--- src/rtl/gf2m_serial_multiplier_pkg.sv ---
// Shared definitions for the serial GF(2^M) multiplier: FSM state encoding,
// default field parameters and the latency helper.
// Optional build macro: GF2M_MUL_DIGIT2_EN (two multiplier bits per cycle).
package gf2m_pkg;

  typedef enum logic [1:0] {
    IDLE = 2'd0,
    CALC = 2'd1,
    DONE = 2'd2
  } gf2m_state_e;

  localparam int         DEFAULT_M    = 3;
  localparam logic [3:0] DEFAULT_POLY = 4'b1101;  // x^3 + x^2 + 1
  localparam logic [8:0] AES_POLY     = 9'h11B;   // x^8 + x^4 + x^3 + x + 1

`ifdef GF2M_MUL_DIGIT2_EN
  localparam bit DIGIT2 = 1'b1;
`else
  localparam bit DIGIT2 = 1'b0;
`endif

  // Number of CALC cycles for field degree m; digit mode halves it (rounded up).
  function automatic int gf2m_latency(input int m, input bit digit2);
    return digit2 ? (m + 1) / 2 : m;
  endfunction

endpackage

--- src/rtl/gf2m_serial_multiplier_if.sv ---
// Operand/result handshake bundle for gf2m_serial_multiplier.
// master = producer/consumer side, slave = multiplier side.
interface gf2m_serial_multiplier_if
  import gf2m_pkg::*;
#(
  parameter int M = DEFAULT_M
);
  logic         in_valid;
  logic         in_ready;
  logic [M-1:0] A;
  logic [M-1:0] B;
  logic         out_valid;
  logic         out_ready;
  logic [M-1:0] Z;

  modport master (
    output in_valid, A, B, out_ready,
    input  in_ready, out_valid, Z
  );

  modport slave (
    input  in_valid, A, B, out_ready,
    output in_ready, out_valid, Z
  );
endinterface

--- src/rtl/gf2m_serial_multiplier_step.sv ---
// One MSB-first shift-and-add step: acc_next = (acc * x mod POLY) ^ (b_bit ? a : 0).
// Purely combinational; chained twice when two bits are processed per cycle.
module gf2m_mul_step #(
  parameter int         M    = 3,
  parameter logic [M:0] POLY = 4'b1101
) (
  input  logic [M-1:0] acc,
  input  logic [M-1:0] a,
  input  logic         b_bit,
  output logic [M-1:0] acc_next
);
  logic [M-1:0] shifted;

  // Multiply by x, fold the overflowing x^M term back in, then add a if selected.
  always_comb begin
    shifted = {acc[M-2:0], 1'b0};
    if (acc[M-1]) begin
      shifted = shifted ^ POLY[M-1:0];
    end
    acc_next = b_bit ? (shifted ^ a) : shifted;
  end
endmodule

--- src/rtl/gf2m_serial_multiplier.sv ---
// Sequential GF(2^M) multiplier, Z = A*B mod POLY, MSB-first over B.
// Valid/ready on both sides; all outputs come straight from flops.
// Optional build macro: GF2M_MUL_DIGIT2_EN (two multiplier bits per cycle).
module gf2m_serial_multiplier
  import gf2m_pkg::*;
#(
  parameter int         M    = DEFAULT_M,
  parameter logic [M:0] POLY = (M+1)'(DEFAULT_POLY)
) (
  input logic                    clk,
  input logic                    rst,
  gf2m_serial_multiplier_if.slave bus
);
  localparam int CW  = $clog2(M);
  localparam int LAT = gf2m_latency(M, DIGIT2);

  localparam logic [1:0] S_IDLE = IDLE;
  localparam logic [1:0] S_CALC = CALC;
  localparam logic [1:0] S_DONE = DONE;

  // A field polynomial without the x^M term is not a degree-M field.
  if (POLY[M] != 1'b1) begin : g_poly_check
    $error("gf2m_serial_multiplier: POLY[M] must be 1");
  end

  logic [1:0]    state;
  logic [M-1:0]  a_reg;
  logic [M-1:0]  b_reg;
  logic [M-1:0]  acc;
  logic [M-1:0]  acc_next;
  logic [M-1:0]  z_reg;
  logic [CW-1:0] count;
  logic          in_ready_reg;
  logic          out_valid_reg;
  logic          bit_lo;

`ifdef GF2M_MUL_DIGIT2_EN
  logic          bit_hi;
  logic [M-1:0]  acc_mid;

  // Bit pair (2*count+1, 2*count); for odd M the top index falls off the
  // operand and reads as 0, so the first cycle effectively handles bit M-1 only.
  always_comb begin
    bit_hi = 1'b0;
    bit_lo = 1'b0;
    for (int i = 0; i < M; i++) begin
      if (i == 2 * int'(count) + 1) bit_hi = b_reg[i];
      if (i == 2 * int'(count))     bit_lo = b_reg[i];
    end
  end

  gf2m_mul_step #(.M(M), .POLY(POLY)) u_step_hi (
    .acc(acc), .a(a_reg), .b_bit(bit_hi), .acc_next(acc_mid)
  );
  gf2m_mul_step #(.M(M), .POLY(POLY)) u_step_lo (
    .acc(acc_mid), .a(a_reg), .b_bit(bit_lo), .acc_next(acc_next)
  );
`else
  // Select multiplier bit b_reg[count].
  always_comb begin
    bit_lo = 1'b0;
    for (int i = 0; i < M; i++) begin
      if (i == int'(count)) bit_lo = b_reg[i];
    end
  end

  gf2m_mul_step #(.M(M), .POLY(POLY)) u_step (
    .acc(acc), .a(a_reg), .b_bit(bit_lo), .acc_next(acc_next)
  );
`endif

  // Control FSM and datapath registers; reset abandons any product in flight.
  always_ff @(posedge clk or posedge rst) begin
    if (rst) begin
      state         <= S_IDLE;
      a_reg         <= '0;
      b_reg         <= '0;
      acc           <= '0;
      count         <= '0;
      z_reg         <= '0;
      in_ready_reg  <= 1'b1;
      out_valid_reg <= 1'b0;
    end else begin
      case (state)
        S_IDLE: begin
          if (bus.in_valid && in_ready_reg) begin
            a_reg        <= bus.A;
            b_reg        <= bus.B;
            acc          <= '0;
            count        <= CW'(LAT - 1);
            in_ready_reg <= 1'b0;
            state        <= S_CALC;
          end
        end
        S_CALC: begin
          acc <= acc_next;
          if (count == '0) begin
            z_reg         <= acc_next;
            out_valid_reg <= 1'b1;
            state         <= S_DONE;
          end else begin
            count <= count - CW'(1);
          end
        end
        S_DONE: begin
          // in_ready only returns on the following edge, so no operand can
          // be taken in the same cycle as the result handshake.
          if (bus.out_ready) begin
            out_valid_reg <= 1'b0;
            in_ready_reg  <= 1'b1;
            state         <= S_IDLE;
          end
        end
        default: begin
          out_valid_reg <= 1'b0;
          in_ready_reg  <= 1'b1;
          state         <= S_IDLE;
        end
      endcase
    end
  end

  assign bus.in_ready  = in_ready_reg;
  assign bus.out_valid = out_valid_reg;
  assign bus.Z         = z_reg;

endmodule

--- src/flat_wrapper.sv ---
// flat-port wrapper written by rule: the top's interface ports become plain ports
module gf2m_serial_multiplier_flat import gf2m_pkg::*;
#(
  parameter int         M    = DEFAULT_M,
  parameter logic [M:0] POLY = (M+1)'(DEFAULT_POLY)
)
  (clk, rst, bus_in_valid, bus_A, bus_B, bus_out_ready, bus_in_ready, bus_out_valid, bus_Z);
  gf2m_serial_multiplier_if #(.M(M)) bus_i ();
  input logic clk;
  input logic rst;
  input wire logic [$bits(bus_i.in_valid)-1:0] bus_in_valid;
  input wire logic [$bits(bus_i.A)-1:0] bus_A;
  input wire logic [$bits(bus_i.B)-1:0] bus_B;
  input wire logic [$bits(bus_i.out_ready)-1:0] bus_out_ready;
  output wire logic [$bits(bus_i.in_ready)-1:0] bus_in_ready;
  output wire logic [$bits(bus_i.out_valid)-1:0] bus_out_valid;
  output wire logic [$bits(bus_i.Z)-1:0] bus_Z;
  assign bus_i.in_valid = bus_in_valid;
  assign bus_i.A = bus_A;
  assign bus_i.B = bus_B;
  assign bus_i.out_ready = bus_out_ready;
  assign bus_in_ready = bus_i.in_ready;
  assign bus_out_valid = bus_i.out_valid;
  assign bus_Z = bus_i.Z;
  gf2m_serial_multiplier #(.M(M), .POLY(POLY)) u_core (.clk(clk), .rst(rst), .bus(bus_i));
endmodule
--- config.mk ---
export PLATFORM = sky130hd
export DESIGN_NAME = gf2m_serial_multiplier_flat
export DESIGN_NICKNAME = d
export VERILOG_FILES = /design/src/rtl/gf2m_serial_multiplier_pkg.sv /design/src/rtl/gf2m_serial_multiplier_if.sv /design/src/rtl/gf2m_serial_multiplier_step.sv /design/src/rtl/gf2m_serial_multiplier.sv /design/src/flat_wrapper.sv
export SDC_FILE = /design/constraint.sdc
export NUM_CORES = 1
export LEC_CHECK = 0
export BUFFER_PORTS_ARGS = -buffer_cell sky130_fd_sc_hd__buf_2
export CELL_PAD_IN_SITES_DETAIL_PLACEMENT = 1
export CELL_PAD_IN_SITES_GLOBAL_PLACEMENT = 1
export CORE_ASPECT_RATIO = 1.25
export CORE_MARGIN = 1
export CORE_UTILIZATION = 37
export DETAILED_ROUTE_END_ITERATION = 12
export PLACE_DENSITY_LB_ADDON = 0.1
export SETUP_SLACK_MARGIN = 0.02
export SLEW_MARGIN = 20
export SYNTH_ARGS = -nofsm -noshare
export SYNTH_HDL_FRONTEND = slang
export SYNTH_SLANG_ARGS = --single-unit
--- constraint.sdc ---
create_clock -name clk -period 1.6 [get_ports clk]
set_input_delay 0 -clock clk [delete_from_list [all_inputs] [get_ports clk]]
set_output_delay 0 -clock clk [all_outputs]
set_load 0.02 [all_outputs]
# Word-level counts from Yosys, hierarchy flattened
# Cells that the tools add are included.
[classes]
bitwise = 4
add_sub_neg = 1
muxes = 20
n_eq_ne = 8
n_reduce_logical = 12
[ops]
columns = ["operator", "count"]
rows = [
  ["3-bit AND reduction", 4],
  ["2-bit 2-to-1 mux", 5],
  ["3-bit 2-to-1 mux", 3],
  ["1-bit 2-to-1 mux", 7],
  ["2-bit logical NOT", 3],
  ["1-bit one-hot mux with 3 select lines", 2],
  ["2-bit one-hot mux with 3 select lines", 1],
  ["3-bit one-hot mux with 2 select lines", 1],
  ["2-bit AND reduction", 3],
  ["2-bit equality test, first input constant", 2],
  ["2-bit by 1-bit != test with 1-bit output, second input constant", 2],
  ["2-bit != test, second input constant", 2],
  ["2-bit one-hot mux with 2 select lines", 1],
  ["3-bit bitwise XOR", 1],
  ["2-bit by 1-bit equality test with 1-bit output, second input constant", 1],
  ["2-bit equality test, second input constant", 1],
  ["1-bit NOT", 2],
  ["2-bit NOT", 1],
  ["2-bit nonzero test", 1],
  ["2-bit by 1-bit subtractor with 2-bit output, second input constant", 1],
  ["1-bit logical AND", 1],
]
[word_totals]
input_bits = 10
out_inout_bits = 5
regBits = 18
word_cells = 53

# Longest topological paths before layout
[logic_depth]
depth_word = 6
mapped_depth = 7
mapped_depth_nobuf = 7

# Cells and area by module
# A second synthesis with hierarchy kept.
[hier_totals]
cells_unflattened = 75
hier_area_um2 = 854.6
[by_module_without_submodules]
columns = ["mod", "area_per_inst_um2", "cells_each", "n_inst"]
rows = [
  ["gf2m_serial_multiplier", 808.3, 68, 1],
  ["gf2m_mul_step", 46.3, 7, 1],
]

# Worst setup path before layout
# Ideal clock, no wire load.
[synth_path]
path_type = "flip-flop to flip-flop"
start = "reg u_core.count[0]"
end = "reg u_core.acc[2]"
arrival_ps = 1440
period_less_slack_ps = 1564
setup_time_ps = 124
slack_ps = 36
path_stages_with_launch = 8
cell_sequence = "dfrtp_1 > inv_1 > ha_1 > nand3b_1 > a211oi_2 > xnor2_1 > nor3_1 > a211o_1"
[synth_between]
elab_chain_cells = 6
elab_cells_between_ends = 8
[synth_rtl]
columns = ["element", "line", "text"]
rows = [
  ["start, declared", "gf2m_serial_multiplier.sv:32", "logic [CW-1:0] count;"],
  ["start signal, assigned", "gf2m_serial_multiplier.sv:90", "count <= CW'(LAT - 1);"],
  ["start signal, assigned", "gf2m_serial_multiplier.sv:102", "count <= count - CW'(1);"],
  ["2-bit logical NOT", "gf2m_serial_multiplier.sv:63", "if (i == int'(count)) bit_lo = b_reg[i];"],
  ["1-bit 2-to-1 mux (2 in series)", "gf2m_serial_multiplier.sv:63", ""],
  ["1-bit 2-to-1 mux (*)", "gf2m_serial_multiplier.sv:63", ""],
  ["3-bit 2-to-1 mux (*)", "gf2m_serial_multiplier_step.sv:20", "acc_next = b_bit ? (shifted ^ a) : shifted;"],
  ["3-bit one-hot mux with 2 select lines (*)", "gf2m_serial_multiplier.sv:84", "case (state)"],
  ["end signal, assigned", "gf2m_serial_multiplier.sv:96", "acc <= acc_next;"],
  ["end, declared", "gf2m_serial_multiplier.sv:29", "logic [M-1:0] acc;"],
]
# Every way passes the cells marked *; elsewhere a longest branch is shown, timed or not.
# A chain may end at the register's enable or synchronous reset.

# Final worst setup path
[layout_path]
start = "reg u_core.count[1]"
end = "reg u_core.acc[2]"
# Same word-level chain as after synthesis.

==> impl_metrics.json <==
{
  "synth_top_cell_area_share_pct": 51.7,
  "p_switching_uw": 759,
  "wirelength_um": 1750,
  "min-delay-start": "bus_in_valid",
  "synthTopCellsByCount": "dfrtp_1 (17), nand2_1 (12), inv_1 (6), mux2_1 (5), nor2_1 (5)",
  "p_leak_uw": 0.000535,
  "cap_violations": 0,
  "whs_path_depth": 3,
  "cts_setup_buffers": 0,
  "synth_seq_area_share_pct": 54.9,
  "dr.pass1.iters": 6,
  "min_period_ns": 1.65,
  "hold_viol": 0,
  "clock_skew_ns": 0.00409,
  "clockBufferDepth": 2,
  "drc": 0,
  "drt_iter0_markers": 7,
  "stdcell_count": 125,
  "r2r_setup_slack_ns": -0.05,
  "synthArstFlopShare_pct": 100,
  "synth_top_cell_by_area": "dfrtp_1",
  "r2r_cells": 7,
  "cp_data_required_time_ns": 1.80,
  "grt_remaining_overflow": 0,
  "routed_via_density": 5.30,
  "ys_seq_elements": 18,
  "grt_first_pass_wirelength_um": 2850,
  "diodes": 0,
  "power_frac_seq_pct": 40.6,
  "wl_per_cell_um": 14.0,
  "violations": "negative setup slack",
  "ys_dominant_reg_cell": "dfrtp_1",
  "synthTopCellsByArea": "dfrtp_1 (52%), mux2_1 (6.8%), nand2_1 (5.5%)",
  "hold_path_end": "u_core.bus.in_ready$_DFFE_PP1P_",
  "finalCritPeriodShare_pct": 103,
  "yosysWarnings": 0,
  "area_growth_syn_to_layout_pct": 30.5,
  "dieArea_um2": 2420,
  "fill_cells": 239,
  "syn-instance-count": 77,
  "setup_ws_ns": -0.0490,
  "comb_power_share_pct": 44.3,
  "path_max_fanout": 3,
  "synth_cell_types": 25,
  "crit_type": "flop to flop",
  "power_density_nw_per_um2": 1800,
  "cpMaxStageDelayCell": "dfrtp_1",
  "syn_avg_cell_area_um2": 10.7,
  "clk_latency_ns": 0.31,
  "numCtsBuffers": 3,
  "hold_class": "input port to flop",
  "synth_edf_count": 0,
  "crit_chain": "inv_2, ha_2, nand3b_1, a211oi_2, xnor2_2, nor3_2, a211o_1",
  "nets": 119,
  "switching_share_pct": 39.2,
  "crit_buf_inv": 1,
  "grt_max_degree": 19,
  "power_frac_clock_pct": 15.1,
  "max-slew-margin-rel_pct": 52.6,
  "dp_cells": 113,
  "antenna_found_initial": 0,
  "slowest_delay_ns": 0.40,
  "rsz0062_at_grt": "yes",
  "power.internal_uw": 1170,
  "critPathCaptureType": "flop",
  "synth_nets": 90,
  "finalSetupViolations": 2,
  "worst_pin_slew_ns": 0.710,
  "grt_pass1_vias": 655,
  "drive_gt1_share_pct": 27.6,
  "fmax_ghz": 0.606,
  "path_clk_slew_ns": 0.11,
  "cts-root-buf": "clkbuf_4",
  "ant_nets": 0,
  "cts_tree": "done",
  "initial_core_util_pct": 40.6,
  "finalPower_uw": 1930,
  "die_h_um": 54.7,
  "routed-via-count": 663,
  "slew_viol_final": 0,
  "cp_data_arrival_time_ns": 1.85,
  "rows": 18,
  "port_buffers": 14,
  "die_w_um": 44.2,
  "timing.rr.start": "u_core.count[1]$_DFFE_PP0P_",
  "gp_congestion": 0.666,
  "core_area_um2": 2030,
  "hpwl_um": 1210,
  "rr_endpoint": "u_core.acc[2]$_DFFE_PP0P_",
  "crit_cells": 7,
  "peakVddDrop_mv": 0.907,
  "synth.most_common_cell": "dfrtp_1",
  "status": "finished with violations",
  "h-tree-depth": 1,
  "grt_usage_pct": 17.3,
  "netlist_area_um2": 823,
  "cts_sinks": 18,
  "worstSetupStartpointType": "flop",
  "tns_ns": -0.0585,
  "path_delay_family": "compound AO/OA/AOI/OAI gates",
  "io_pins": 15
}
## cell type report
class	count	area, µm²	share of cell area, %
well taps	20	25.0	2.33
multi-input cells	52	367	34.1
clock buffers	4	36.3	3.38
inverters	6	22.5	2.10
flip-flops and latches	18	452	42.0
repair buffers	25	173	16.1
## stage by stage
stage	instance area [µm²]	setup WS (ns)	hold WS (ns)	util, %
CTS	1060	-0.0613	0.000448	52.4
global placement	936	0.0224	0.138	46.2
finish	1070	-0.0490	0.000451	53.0
floorplan	823	0.0363	-0.0622	-
global route	1070	-0.128	0.0186	53.0
detailed placement	936	-0.0766	0.152	46.2
## worst min-delay path, cell delays in order
cell	delay, ns
buf_2	0.09
a21oi_1	0.06
o22a_1	0.17
## placed cells by master (no fill, tap or decap), types with 2 or more instances in the layout
cell            n
buf_2          14
dfrtp_1        17
ha_1            2
o21ai_0         3
a21oi_1         4
dlygate4sd3_1   8
nand2_1        12
xnor2_2         2
clkbuf_4        3
o21ai_1         3
mux2_1          5
inv_1           4
buf_4           3
inv_2           2
o22ai_1         2
nor2_1          5
## power groups by stage
stage | Combinational [µW] | Clock (µW) | Sequential (µW)
final | 856 | 293 | 784
after global placement | 750 | 0 | 774
after detailed placement | 793 | 0 | 781
after floorplan | 524 | 0 | 806
after CTS | 834 | 299 | 780
after global routing | 954 | 318 | 805
## cell families (layout without fill, tap and decap cells)
kind of cell	after synthesis	count (layout)	share of synthesized area, %
and+or+nand+nor	23	23	12.9
DFF	18	18	54.9
AOI/OAI and AO/OA	17	17	13.2
buffers and inverters	7	35	3.34
muxes	5	5	6.84
xor gates and xnor gates	4	4	4.26
adders and majority gates	3	3	4.56
## layer usage
metal	GRT usage (%)	part of all wire (%)	up-vias
met4	9.09	2.1	0
met5	0	0	-
met1	19.9	45	330
met3	5.94	2.9	5
li1	-	-	318
met2	28.2	50	10
## how the worst max path moves through the flow
stage,from,end,slack [ns]
4_1_cts,u_core.count[1]$_DFFE_PP0P_,u_core.acc[2]$_DFFE_PP0P_,-0.06
6_report,u_core.count[1]$_DFFE_PP0P_,u_core.acc[2]$_DFFE_PP0P_,-0.05
5_1_grt,u_core.count[1]$_DFFE_PP0P_,u_core.acc[1]$_DFFE_PP0P_,-0.13
3_5_place_dp,u_core.count[1]$_DFFE_PP0P_,u_core.acc[2]$_DFFE_PP0P_,-0.08
3_3_place_gp,u_core.count[1]$_DFFE_PP0P_,u_core.acc[2]$_DFFE_PP0P_,0.02
2_1_floorplan,u_core.count[0]$_DFFE_PP0P_,u_core.acc[2]$_DFFE_PP0P_,0.04
## timing repair
action	CTS	global route
cloned	0	0
hold buffers	8	0
gates resized for setup	4	2
hold endpoints to repair	25	0
setup endpoints to repair	6	6
pin swaps	2	1
No activity file was read; power rests on OpenSTA's default activity.
